<file path="src/rtl/uart_pkg.sv">
// Shared types and helpers for the tick-timed UART transmitter.
package uart_pkg;

  localparam int unsigned DEF_OVERSAMPLE = 16;
  localparam int unsigned DEF_DATA_BITS  = 8;
  localparam int unsigned MAX_DATA_BITS  = 8;

  typedef enum logic [2:0] {
    IDLE,
    START,
    DATA,
    PARITY,
    STOP
  } tx_state_t;

  // Parity over a zero-extended payload; odd=1 yields odd parity.
  function automatic logic parity_bit(input logic [MAX_DATA_BITS-1:0] data, input logic odd);
    return (^data) ^ odd;
  endfunction

endpackage

</file>
<file path="src/rtl/uart_tx_tick_timer.sv">
// Counts oversample ticks while a frame runs and flags the tick that closes a bit period.
module uart_bit_timer
  import uart_pkg::*;
#(
  parameter int unsigned OVERSAMPLE = DEF_OVERSAMPLE
) (
  input  logic clk,
  input  logic rst_n,
  input  logic i_tick,
  input  logic i_run,
  input  logic i_clear,
  output logic o_bit_end_c
);

  localparam int unsigned CW = (OVERSAMPLE > 1) ? $clog2(OVERSAMPLE) : 1;
  localparam logic [CW-1:0] LAST = CW'(OVERSAMPLE - 1);

  logic [CW-1:0] count_q;
  logic [CW-1:0] count_d;

  assign o_bit_end_c = i_run & i_tick & (count_q == LAST);

  // Counter is held at zero while idle so the first bit counts only post-accept ticks.
  always_comb begin
    count_d = count_q;
    if (i_clear || !i_run) begin
      count_d = '0;
    end else if (i_tick) begin
      count_d = (count_q == LAST) ? '0 : count_q + CW'(1);
    end
  end

  always_ff @(posedge clk or negedge rst_n) begin
    if (!rst_n) begin
      count_q <= '0;
    end else begin
      count_q <= count_d;
    end
  end

endmodule

</file>
<file path="src/rtl/uart_tx_tick.sv">
// UART transmitter: start, LSB-first data, optional parity, 1-2 stop bits, paced by i_tick.
module uart_tx_tick
  import uart_pkg::*;
#(
  parameter int unsigned DATA_BITS  = DEF_DATA_BITS,
  parameter int unsigned OVERSAMPLE = DEF_OVERSAMPLE,
  parameter int unsigned PARITY_EN  = 0,
  parameter int unsigned PARITY_ODD = 0,
  parameter int unsigned STOP_BITS  = 1
) (
  input  logic                 clk,
  input  logic                 rst_n,
  input  logic                 i_tick,
  input  logic [DATA_BITS-1:0] i_data,
  input  logic                 i_valid,
  output logic                 o_ready,
  output logic                 o_tx,
  output logic                 o_busy,
  output logic                 o_done
);

  localparam int unsigned BCW = $clog2(DATA_BITS);
  localparam logic [BCW-1:0] LAST_DATA = BCW'(DATA_BITS - 1);
  localparam logic [BCW-1:0] LAST_STOP = BCW'(STOP_BITS - 1);

  tx_state_t            state_q, state_d;
  logic [DATA_BITS-1:0] shreg_q, shreg_d;
  logic [BCW-1:0]       bit_cnt_q, bit_cnt_d;
  logic                 parity_q, parity_d;
  logic                 tx_q, tx_d;
  logic                 busy_q, busy_d;
  logic                 done_q, done_d;
  logic                 accept_c;
  logic                 run_c;
  logic                 bit_end_c;

  assign o_ready  = (state_q == IDLE) & rst_n;
  assign accept_c = i_valid & o_ready;
  assign run_c    = (state_q != IDLE);
  assign o_tx     = tx_q;
  assign o_busy   = busy_q;
  assign o_done   = done_q;

  uart_bit_timer #(
    .OVERSAMPLE(OVERSAMPLE)
  ) u_timer (
    .clk        (clk),
    .rst_n      (rst_n),
    .i_tick     (i_tick),
    .i_run      (run_c),
    .i_clear    (accept_c),
    .o_bit_end_c(bit_end_c)
  );

  // Next-state and registered-output logic; o_tx always shows the bit of the current state.
  always_comb begin
    state_d   = state_q;
    shreg_d   = shreg_q;
    bit_cnt_d = bit_cnt_q;
    parity_d  = parity_q;
    tx_d      = tx_q;
    busy_d    = busy_q;
    done_d    = 1'b0;
    unique case (state_q)
      IDLE: begin
        tx_d   = 1'b1;
        busy_d = 1'b0;
        if (accept_c) begin
          shreg_d   = i_data;
          bit_cnt_d = '0;
          state_d   = START;
          tx_d      = 1'b0;
          busy_d    = 1'b1;
        end
      end
      START: begin
        if (bit_end_c) begin
          // Shift register is still intact here, so parity comes from the latched byte.
          parity_d = parity_bit(MAX_DATA_BITS'(shreg_q), (PARITY_ODD != 0));
          state_d  = DATA;
          tx_d     = shreg_q[0];
        end
      end
      DATA: begin
        if (bit_end_c) begin
          shreg_d = shreg_q >> 1;
          if (bit_cnt_q == LAST_DATA) begin
            bit_cnt_d = '0;
            if (PARITY_EN != 0) begin
              state_d = PARITY;
              tx_d    = parity_q;
            end else begin
              state_d = STOP;
              tx_d    = 1'b1;
            end
          end else begin
            bit_cnt_d = bit_cnt_q + BCW'(1);
            tx_d      = shreg_q[1];
          end
        end
      end
      PARITY: begin
        if (bit_end_c) begin
          state_d   = STOP;
          bit_cnt_d = '0;
          tx_d      = 1'b1;
        end
      end
      STOP: begin
        tx_d = 1'b1;
        if (bit_end_c) begin
          if (bit_cnt_q == LAST_STOP) begin
            state_d   = IDLE;
            bit_cnt_d = '0;
            busy_d    = 1'b0;
            done_d    = 1'b1;
          end else begin
            bit_cnt_d = bit_cnt_q + BCW'(1);
          end
        end
      end
      default: begin
        state_d = IDLE;
        tx_d    = 1'b1;
        busy_d  = 1'b0;
      end
    endcase
  end

  always_ff @(posedge clk or negedge rst_n) begin
    if (!rst_n) begin
      state_q   <= IDLE;
      shreg_q   <= '0;
      bit_cnt_q <= '0;
      parity_q  <= 1'b0;
      tx_q      <= 1'b1;
      busy_q    <= 1'b0;
      done_q    <= 1'b0;
    end else begin
      state_q   <= state_d;
      shreg_q   <= shreg_d;
      bit_cnt_q <= bit_cnt_d;
      parity_q  <= parity_d;
      tx_q      <= tx_d;
      busy_q    <= busy_d;
      done_q    <= done_d;
    end
  end

endmodule

</file>
<file path="config.mk">
export PLATFORM = sky130hd
export DESIGN_NAME = uart_tx_tick
export DESIGN_NICKNAME = d
export VERILOG_FILES = /design/src/rtl/uart_pkg.sv /design/src/rtl/uart_tx_tick_timer.sv /design/src/rtl/uart_tx_tick.sv
export SDC_FILE = /design/constraint.sdc
export NUM_CORES = 1
export LEC_CHECK = 0
export ABC_AREA = 1
export BUFFER_PORTS_ARGS = -buffer_cell sky130_fd_sc_hd__buf_2
export CAP_MARGIN = 20
export CORE_ASPECT_RATIO = 0.8
export CORE_MARGIN = 3
export CORE_UTILIZATION = 46
export DETAILED_ROUTE_END_ITERATION = 10
export PLACE_DENSITY = 0.69
export SYNTH_ARGS = -nofsm -noshare
export SYNTH_HDL_FRONTEND = slang
export SYNTH_SLANG_ARGS = --single-unit
</file>
<file path="constraint.sdc">
create_clock -name clk -period 1.4 [get_ports clk]
set_input_delay 0.28 -clock clk [delete_from_list [all_inputs] [get_ports clk]]
set_output_delay 0.28 -clock clk [all_outputs]
set_load 0.05 [all_outputs]
</file>
---- After elaboration in Yosys (flattened, before gate mapping) ----
Cells that the tools add are included.
cells by class
  bitwise logic cells ..................... 5
  reductions and logical operators ........ 14
  $add $sub $neg .......................... 2
  mux-type cells .......................... 34
  equality and inequality tests ........... 13
operators with widths
  kind                 count
  $mux 3               13
  $mux 8               2
  $pmux 8 s2           1
  $pmux 3 s5           1
  $mux 4               3
  $ne 2x2->1 const B   6
  $pmux 3 s4           1
  $mux 1               11
  $reduce_and 3->1     3
  $reduce_and 7->1     1
  $eq 3x2->1 const B   2
  $eq 3x3->1 const B   2
  $logic_not 3->1      2
  $reduce_and 5->1     1
  $add 4x1->4 const B  1
  $and 1x1->1          4
  $eq 4x4->1 const B   1
  $pmux 1 s4           1
  $reduce_bool 2->1    2
  $reduce_bool 4->1    1
  $add 3x1->3 const B  1
  $eq 3x1->1 const B   1
  $pmux 1 s3           1
  $reduce_bool 3->1    1
  5 further kinds      5
storage, ports and cells
  logic and storage cells ................. 75
  output and inout bits ................... 4
  bits in registers ....................... 21

---- Depth between registers and ports, before layout ----
Gate-level depths: netlist (run 1).
  word-level depth ........................ 5
  gate-level depth with buffers ........... 9

---- By module ----
Synthesis (run 1) repeated with hierarchy kept, for this count alone.
second synthesis, totals
  cells, all modules ...................... 172
  area, all modules ....................... 1256.2 um2
modules (own cells, without submodules)
  module          seq. area each (um2)  times used  cells each  area each (um2)
  uart_tx_tick    426.7                 1           138         1016.0
  uart_bit_timer  100.1                 1           34          240.2

---- Worst setup path after synthesis (run 1) ----
Ideal clock, no wire load.
  path type ............................... flip-flop to flip-flop
  start ................................... register state_q[1]
  end ..................................... register busy_q (netlist: o_busy)
  data required time ...................... 1.330 ns
  stages on the path, launching flop included .. 6
  library setup time ...................... 0.070 ns
  path slack .............................. -0.295 ns
  data arrival time ....................... 1.625 ns
  period minus slack after synthesis ...... 1.695 ns
  buffers on the path ..................... 0
  path through ............................ dfrtp_1 -> nor2_4 -> nand2_4 -> nor2_1 -> nand2_1 -> nand2_1
between the ends
  cells in the longest elaborated chain, start to end .. 5
  elaborated cells between the ends (all ways) .. 17
RTL lines
  element                   line                 RTL
  start: declaration        uart_tx_tick.sv:26   tx_state_t state_q, state_d;
  start signal: assignment  uart_tx_tick.sv:140  state_q <= state_d;
  $logic_not 3->1           uart_tx_tick.sv:37   assign o_ready = (state_q == IDLE) & rst_n;
  $and 1x1->1               uart_tx_tick.sv:37
  named net o_ready         uart_tx_tick.sv:16   output logic o_ready,
  $and 1x1->1               uart_tx_tick.sv:38   assign accept_c = i_valid & o_ready;
  $mux 1                    uart_tx_tick.sv:68   if (accept_c) begin
  $pmux 1 s3                uart_tx_tick.sv:64   unique case (state_q)
  end signal: assignment    uart_tx_tick.sv:145  busy_q <= busy_d;
  end: declaration          uart_tx_tick.sv:31   logic busy_q, busy_d;
The timed path passes the listed nets, and every way through them passes these cells.
A chain may end at the register's enable or synchronous reset.

---- Worst setup path after layout (run 1) ----
  start ................................... register state_q[1]
  end ..................................... output port o_ready
between the ends
  cells in the longest elaborated chain, start to end .. 2
RTL lines
  element           line
  $logic_not 3->1   uart_tx_tick.sv:37
  $and 1x1->1       uart_tx_tick.sv:37
  end: declaration  uart_tx_tick.sv:16
No other way between the ends.

==> metrics.yaml, run 1 <==
place:
  place_hpwl_microns: 2210
  place_congestion: 0.827
  dp_cells: 232
  port_buffers: 15
final_layout:
  insertedDiodeCount: 0
  area_delta_synth_final_pct: 41.7
  layout-drive-gt1-share: 0.442
  final_nets: 225
  fin_util: 0.697
  stdcell_count: 244
routing:
  vias: 1257
  drt_wl_total_microns: 3340
  firstDrtPassIters: 4
  vias_per_cell: 5.15
  wire_per_inst_microns: 13.7
  initialDrtViolationCount: 89
  drc: 0
  ant_nets: 0
timing:
  skew_ns: 0.0127
  finalSetupViolCount: 19
  fmax_ghz: 0.646
  final_max_slew_viol_count: 0
  fin_crit_ns: 1.55
  tns_ns: -1.53
  period_share: 1.11
  rsz0062_at_grt: "true"
  relSlewSlack: 0.801
  worst_slew_pin_slew_ns: 0.298
  setup_slack_ns: -0.148
  hold_viol: 0
worst_setup_path:
  cp_slowest_cell: "dfrtp_1"
  critPathTopFamily: "flip-flops"
  worstPathArrival_ns: 1.27
  start_kind: "flop"
  crit_type: "flop to output pin"
  required_ns: 1.12
  cp_common_cell: "nor2_4"
  rrSetupSlack_ns: -0.10
  critPathMaxStageDelay_ns: 0.44
  crit_buf_inv: 1
  crit_fanout: 3
  path_cells: "nor2_4 -> nand2_4 -> nor2_4 -> buf_6"
  crit_path_end_kind: "output pin"
global_routing:
  grt_remaining_overflow: 0
  grtUsageTotal: 0.202
  antenna_found_initial: 0
  grt_pass1_wl_microns: 5060
  grt_max_degree: 12
  grt_pass1_vias: 1107
clock_tree:
  clk_pin_slew_ns: 0.13
  cts_made_buffers: 3
  htree_levels: 1
  cts_tree: "built"
  clock_latency_ns: 0.31
  cts_root_buf: "clkbuf_4"
  cts_sinks: 21
  clockBufferDepth: 2
synth:
  ys_ff_latch: 21
  netlist_area_sq_um: 1230
  syn-num-nets: 174
  synth_cell_type_count: 30
  synth_top_area_frac: 0.407
  ys_seq_area_frac: 0.428
  yosysWarnings: 0
  async_reset_ff_frac: 1.00
  netlist_instances: 158
  synth_edf_count: 0
  yosys.area.top_type: "dfrtp_1"
  ys.flop_type: "dfrtp_1"
  yosys-top-cells-area: "dfrtp_1 (41%), nand2_1 (19%), nand3_1 (8.1%)"
  syn_area_per_cell_sq_um: 7.78
floorplanning:
  io_pins: 16
  start_util: 0.492
  dieArea_sq_um: 3330
  core_sq_um: 2500
  die_x_microns: 63.8
  rows: 16
  dieHeight_microns: 52.3
power:
  clockPowerShare: 0.077
  power_density_nw_per_um2: 2270
  p_seq_frac: 0.260
  switching_share: 0.472
  total_power_uw: 3960
  internal_power_uw: 2090
  switchingPower_uw: 1870
  p_comb_frac: 0.663
  p_leak_uw: 0.000906
  ir_worst_vdd_mv: 0.952
status:
  violations: "negative setup slack"
  status: "finished with violations"
job:
  drv_cap: 0
min_path:
  hp-class: "input port to flop"
layer usage:
metal | up-vias | part of all wire | global-route usage
met5 | - | 0 | 0
met4 | 0 | 0.0069 | 0.0645
met3 | 2 | 0.056 | 0.0558
met2 | 41 | 0.53 | 0.348
met1 | 604 | 0.41 | 0.245
li1 | 610 | - | -
worst reg2reg max path, delay by kind of cell (launching register included):
family | cells | cell delay (ns)
AND/OR/NAND/NOR | 3 | 0.31
flip-flops | 1 | 0.43
AO/OA/AOI/OAI | 1 | 0.23
buffers and inverters | 3 | 0.47
synth_stat cells, types with 2 or more instances:
cell	n
nand2_1	61
dfrtp_1	20
nand3_1	20
inv_1	14
nor2_1	6
a21oi_1	4
ha_1	4
inv_2	3
nor3_1	3
nand2_4	2
o21ai_0	2
layout by cell type, fill, tap and decap left out, types with 2 or more instances in the layout:
cell and count:
a21oi_1 2, inv_1 12, nor2_1 2, dfrtp_1 19, nand2_2 10, clkbuf_4 3, ha_2 3, nand3_1 18
buf_6 5, nand2_4 3, nor2_4 4, nand2_1 51, nand3_2 2, nor2_2 2, a21oi_2 2, nor3_2 2
buf_2 13, o21ai_2 2, buf_4 28, inv_2 4, a21oi_4 2
layout make-up:
type	count	area (sq um)
Clock buffer	4	26.3
Fill cell	200	759
Inverter	17	66.3
Multi-Input combinational cell	119	736
Sequential cell	21	528
Tap cell	36	45.0
Timing Repair Buffer	47	342
stage by stage:
| stage | worst slack [ns] | cell area (sq um) | hold slack [ns] |
|---|---|---|---|
| global route | -0.217 | 1740 | 0.281 |
| CTS | -0.137 | 1630 | 0.214 |
| global placement | -0.000277 | 1530 | 0.273 |
| floorplan | -0.0299 | 1240 | -0.0156 |
| finish | -0.148 | 1740 | 0.278 |
| detailed placement | -0.0774 | 1530 | 0.273 |
registers in the layout (all words and copies together), names as in the netlist:
register / flops
o_busy: 1
state_q: 3
bit_cnt_q: 3
u_timer.count_q: 4
o_done: 1
o_tx: 1
shreg_q: 8
kinds of logic after synthesis:
kind of cell,count (synthesis),synth area share
multiplexers,1,0.00814
adder cells (fa/ha/maj),4,0.0407
XOR/XNOR,1,0.00712
AND/OR/NAND/NOR,99,0.366
flip-flops,21,0.428
AO/OA/AOI/OAI,14,0.0885
buffers and inverters,18,0.0610
power groups by stage:
stage / Combinational, uW / Sequential (uW) / Clock [uW]
6_report: 2620 / 1030 / 305
5_1_grt: 2870 / 1060 / 343
4_1_cts: 2310 / 996 / 310
3_5_place_dp: 2120 / 1010 / 0
3_3_place_gp: 2030 / 1000 / 0
2_1_floorplan: 1210 / 1100 / 0
what timing repair did:
action / CTS / global route
resized for setup: 10 / 27
endpoints found under the hold margin: 20 / 0
buffers inserted: 4 / 3
pin swaps: 4 / 10
endpoints found under the setup margin: 17 / 21
hold buffers: 1 / 0
final timing paths:
path | startpoint | to | depth (start not counted)
setup / recovery | state_q[1]$_DFFE_PN0P_ | o_ready | 4
hold / removal | i_valid | state_q[0]$_DFFE_PN0P_ | 3
setup reg to reg | state_q[0]$_DFFE_PN0P_ | shreg_q[2]$_DFFE_PN0P_ | 7
hold reg to reg | shreg_q[0]$_DFFE_PN0P_ | shreg_q[0]$_DFFE_PN0P_ | 2
max in group asynchronous | rst_n | o_tx$_DFFE_PN1P_ | 3
min in group asynchronous | rst_n | u_timer.count_q[2]$_DFFE_PN0P_ | 3
Note: power is estimated with default switching activity, not from simulation.
==> inputs of run 2 (changes only) <==
==> constraint.sdc (replaced) <==
create_clock -name clk -period 1.4 [get_ports clk]
set_input_delay 0.07 -clock clk [delete_from_list [all_inputs] [get_ports clk]]
set_output_delay 0.07 -clock clk [all_outputs]
set_load 0.05 [all_outputs]
==> run 2 against run 1 <==
Compared with the run above:
- die area did not move
- largest power group unchanged
- sequential share of layout area increased by 0.66 points
- critical path depth up 3
- combinational power fell by 6%
- hold slack worse by 0.26 ns
- the flow still finishes with violations (negative setup slack)
- wire length down 10%
- cell count fell by 2.0%
- sequential power about the same
- setup slack better by 0.071 ns
- via count is 6.6% lower
- design area fell by 2.4%
- power shrank 4.5%
- critical path type is now flop to flop
==> metrics.yaml, run 2 (synthesized netlist as in run 1, its figures left out) <==
global_routing:
  grt_remaining_overflow: 0  # unchanged
  antenna_found_initial: 0  # unchanged
  grt_max_degree: 14  # was 12
  grt_pass1_wl_microns: 4890  # was 5060 microns
  grt_pass1_vias: 1142  # was 1107
  grtUsageTotal: 0.193  # was 0.202
clock_tree:
  cts_root_buf: "clkbuf_4"  # unchanged
  clock_latency_ns: 0.32  # was 0.31 ns
  cts_sinks: 21  # unchanged
  htree_levels: 1  # unchanged
  cts_made_buffers: 3  # unchanged
  clockBufferDepth: 2  # unchanged
  cts_tree: "built"  # unchanged
  clk_pin_slew_ns: 0.13  # about the same
worst_setup_path:
  crit_buf_inv: 2  # was 1
  start_kind: "flop"  # unchanged
  worstPathArrival_ns: 1.70  # was 1.27 ns
  required_ns: 1.62  # was 1.12 ns
  cp_common_cell: "buf_4"  # was nor2_4
  critPathTopFamily: "simple AND/OR/NAND/NOR gates"  # was flip-flops
  critPathMaxStageDelay_ns: 0.45  # was 0.44 ns
  rrSetupSlack_ns: -0.08  # was -0.10 ns
  crit_fanout: 3  # unchanged
  cp_slowest_cell: "dfrtp_1"  # unchanged
  crit_type: "flop to flop"  # was flop to output pin
  crit_path_end_kind: "flop"  # was output pin
  path_cells: "nor2_4 -> buf_4 -> nor2_1 -> a21oi_2 -> buf_4 -> nand3_1 -> nand2_1"  # was nor2_4 -> nand2_4 -> nor2_4 -> buf_6
timing:
  final_max_slew_viol_count: 0  # unchanged
  finalSetupViolCount: 15  # was 19
  relSlewSlack: 0.751  # was 0.801
  skew_ns: 0.0125  # was 0.0127 ns
  setup_slack_ns: -0.0768  # was -0.148 ns
  fmax_ghz: 0.677  # was 0.646 GHz
  period_share: 1.05  # was 1.11
  hold_viol: 0  # unchanged
  worst_slew_pin_slew_ns: 0.372  # was 0.298 ns
  rsz0062_at_grt: "true"  # unchanged
  fin_crit_ns: 1.48  # was 1.55 ns
status:
  status: "finished with violations"  # unchanged
  violations: "negative setup slack"  # unchanged
place:
  place_congestion: 0.873  # was 0.827
  place_hpwl_microns: 2180  # was 2210 microns
  placed_area_sq_um: 1530  # about the same
  port_buffers: 15  # unchanged
  dpl_worst_slack_ns: -0.0865  # was -0.0774 ns
final_layout:
  fin_area_sq_um: 1700  # was 1740 sq um
  fillCellCount: 214  # was 200
  final_cell_mix: "nand2_1 (55), dfrtp_1 (20), buf_4 (20)"  # was nand2_1 (51), buf_4 (28), dfrtp_1 (19)
  largest_reg_flops: 8  # unchanged
  final_nets: 220  # was 225
  final_common_cell: "nand2_1"  # unchanged
  area_delta_synth_final_pct: 38.4  # was 41.7%
  largest_register: "shreg_q"  # unchanged
  reg_top3: "shreg_q: 8 flops, u_timer.count_q: 4 flops"  # unchanged
  layout-drive-gt1-share: 0.409  # was 0.442
  insertedDiodeCount: 0  # unchanged
job:
  drv_cap: 0  # unchanged
floorplanning:
  dieArea_sq_um: 3330  # unchanged
  rows: 16  # unchanged
  dieHeight_microns: 52.3  # unchanged
  die_x_microns: 63.8  # unchanged
  core_sq_um: 2500  # unchanged
  io_pins: 16  # unchanged
  start_util: 0.492  # unchanged
power:
  power_density_nw_per_um2: 2220  # was 2270 nW/um^2
  p_leak_uw: 0.000880  # was 0.000906 uW
  ir_worst_vdd_mv: 1.14  # was 0.952 mV
routing:
  vias_per_cell: 4.91  # was 5.15
  drt_wl_total_microns: 2990  # was 3340 microns
  ant_nets: 0  # unchanged
  wire_per_inst_microns: 12.5  # was 13.7 microns
  vias: 1174  # was 1257
  drc: 0  # unchanged
  firstDrtPassIters: 4  # unchanged
  initialDrtViolationCount: 57  # was 89
min_path:
  hp-class: "input port to flop"  # unchanged
## run 2: worst register-to-register path, stage by stage (launching register included)
cell and delay [ns]:
dfrtp_1 0.45, nor2_4 0.08, buf_4 0.14, nor2_1 0.29, a21oi_2 0.14, buf_4 0.16
nand3_1 0.07, nand2_1 0.05
## run 2: area by class of cell
| class | count | area, sq um | share of cell area |
|---|---|---|---|
| clock buffer | 4 | 26.3 | 0.0154 |
| inverter | 17 | 63.8 | 0.0375 |
| multi-input combinational | 119 | 731 | 0.429 |
| sequential | 21 | 527 | 0.310 |
| tap | 36 | 45.0 | 0.0265 |
| timing repair buffer | 42 | 309 | 0.182 |
## run 2: final timing paths
path                                   startpoint                              to  cells past startpoint
max                        state_q[1]$_DFFE_PN0P_          state_q[2]$_DFFE_PN0P_                      7
min                                       i_valid          state_q[0]$_DFFE_PN0P_                      3
max reg2reg                state_q[1]$_DFFE_PN0P_          state_q[2]$_DFFE_PN0P_                      7
min reg2reg                shreg_q[4]$_DFFE_PN0P_          shreg_q[4]$_DFFE_PN0P_                      2
max in group asynchronous                   rst_n                o_tx$_DFFE_PN1P_                      3
min in group asynchronous                   rst_n  u_timer.count_q[2]$_DFFE_PN0P_                      2
## run 2: timing repair
item,4_1_cts,5_1_grt
resized for setup,13,18
hold buffers,1,0
setup endpoints to repair,16,20
gates cloned,0,0
setup buffers,2,1
pin swaps,10,10
endpoints found under the hold margin,20,0
## run 2: stage by stage
stage	TNS, ns	util	std cells	power (uW)	hold WS [ns]
2_1_floorplan	-0.296	-	158	2310	-0.226
3_3_place_gp	-0.00442	0.610	231	3030	-0.0518
3_5_place_dp	-0.669	0.610	231	3110	-0.0515
4_1_cts	-0.291	0.650	238	3580	0.0126
5_1_grt	-2.75	0.680	239	4090	0.0242
6_report	-0.775	0.680	239	3780	0.0144
## run 2: layer usage
| layer | track usage | vias up | part of all wire |
|---|---|---|---|
| li1 | - | 598 | - |
| met2 | 0.346 | 14 | 0.50 |
| met1 | 0.230 | 560 | 0.46 |
| met5 | 0 | - | 0 |
| met3 | 0.0472 | 2 | 0.030 |
| met4 | 0.0538 | 0 | 0.0067 |
## run 2: power breakdown
group / leakage, uW / switching [uW] / internal (uW)
Clock: 0.0000150 / 196 / 111
Sequential: 0.000272 / 163 / 850
Combinational: 0.000593 / 1410 / 1050
Total: 0.000880 / 1770 / 2010
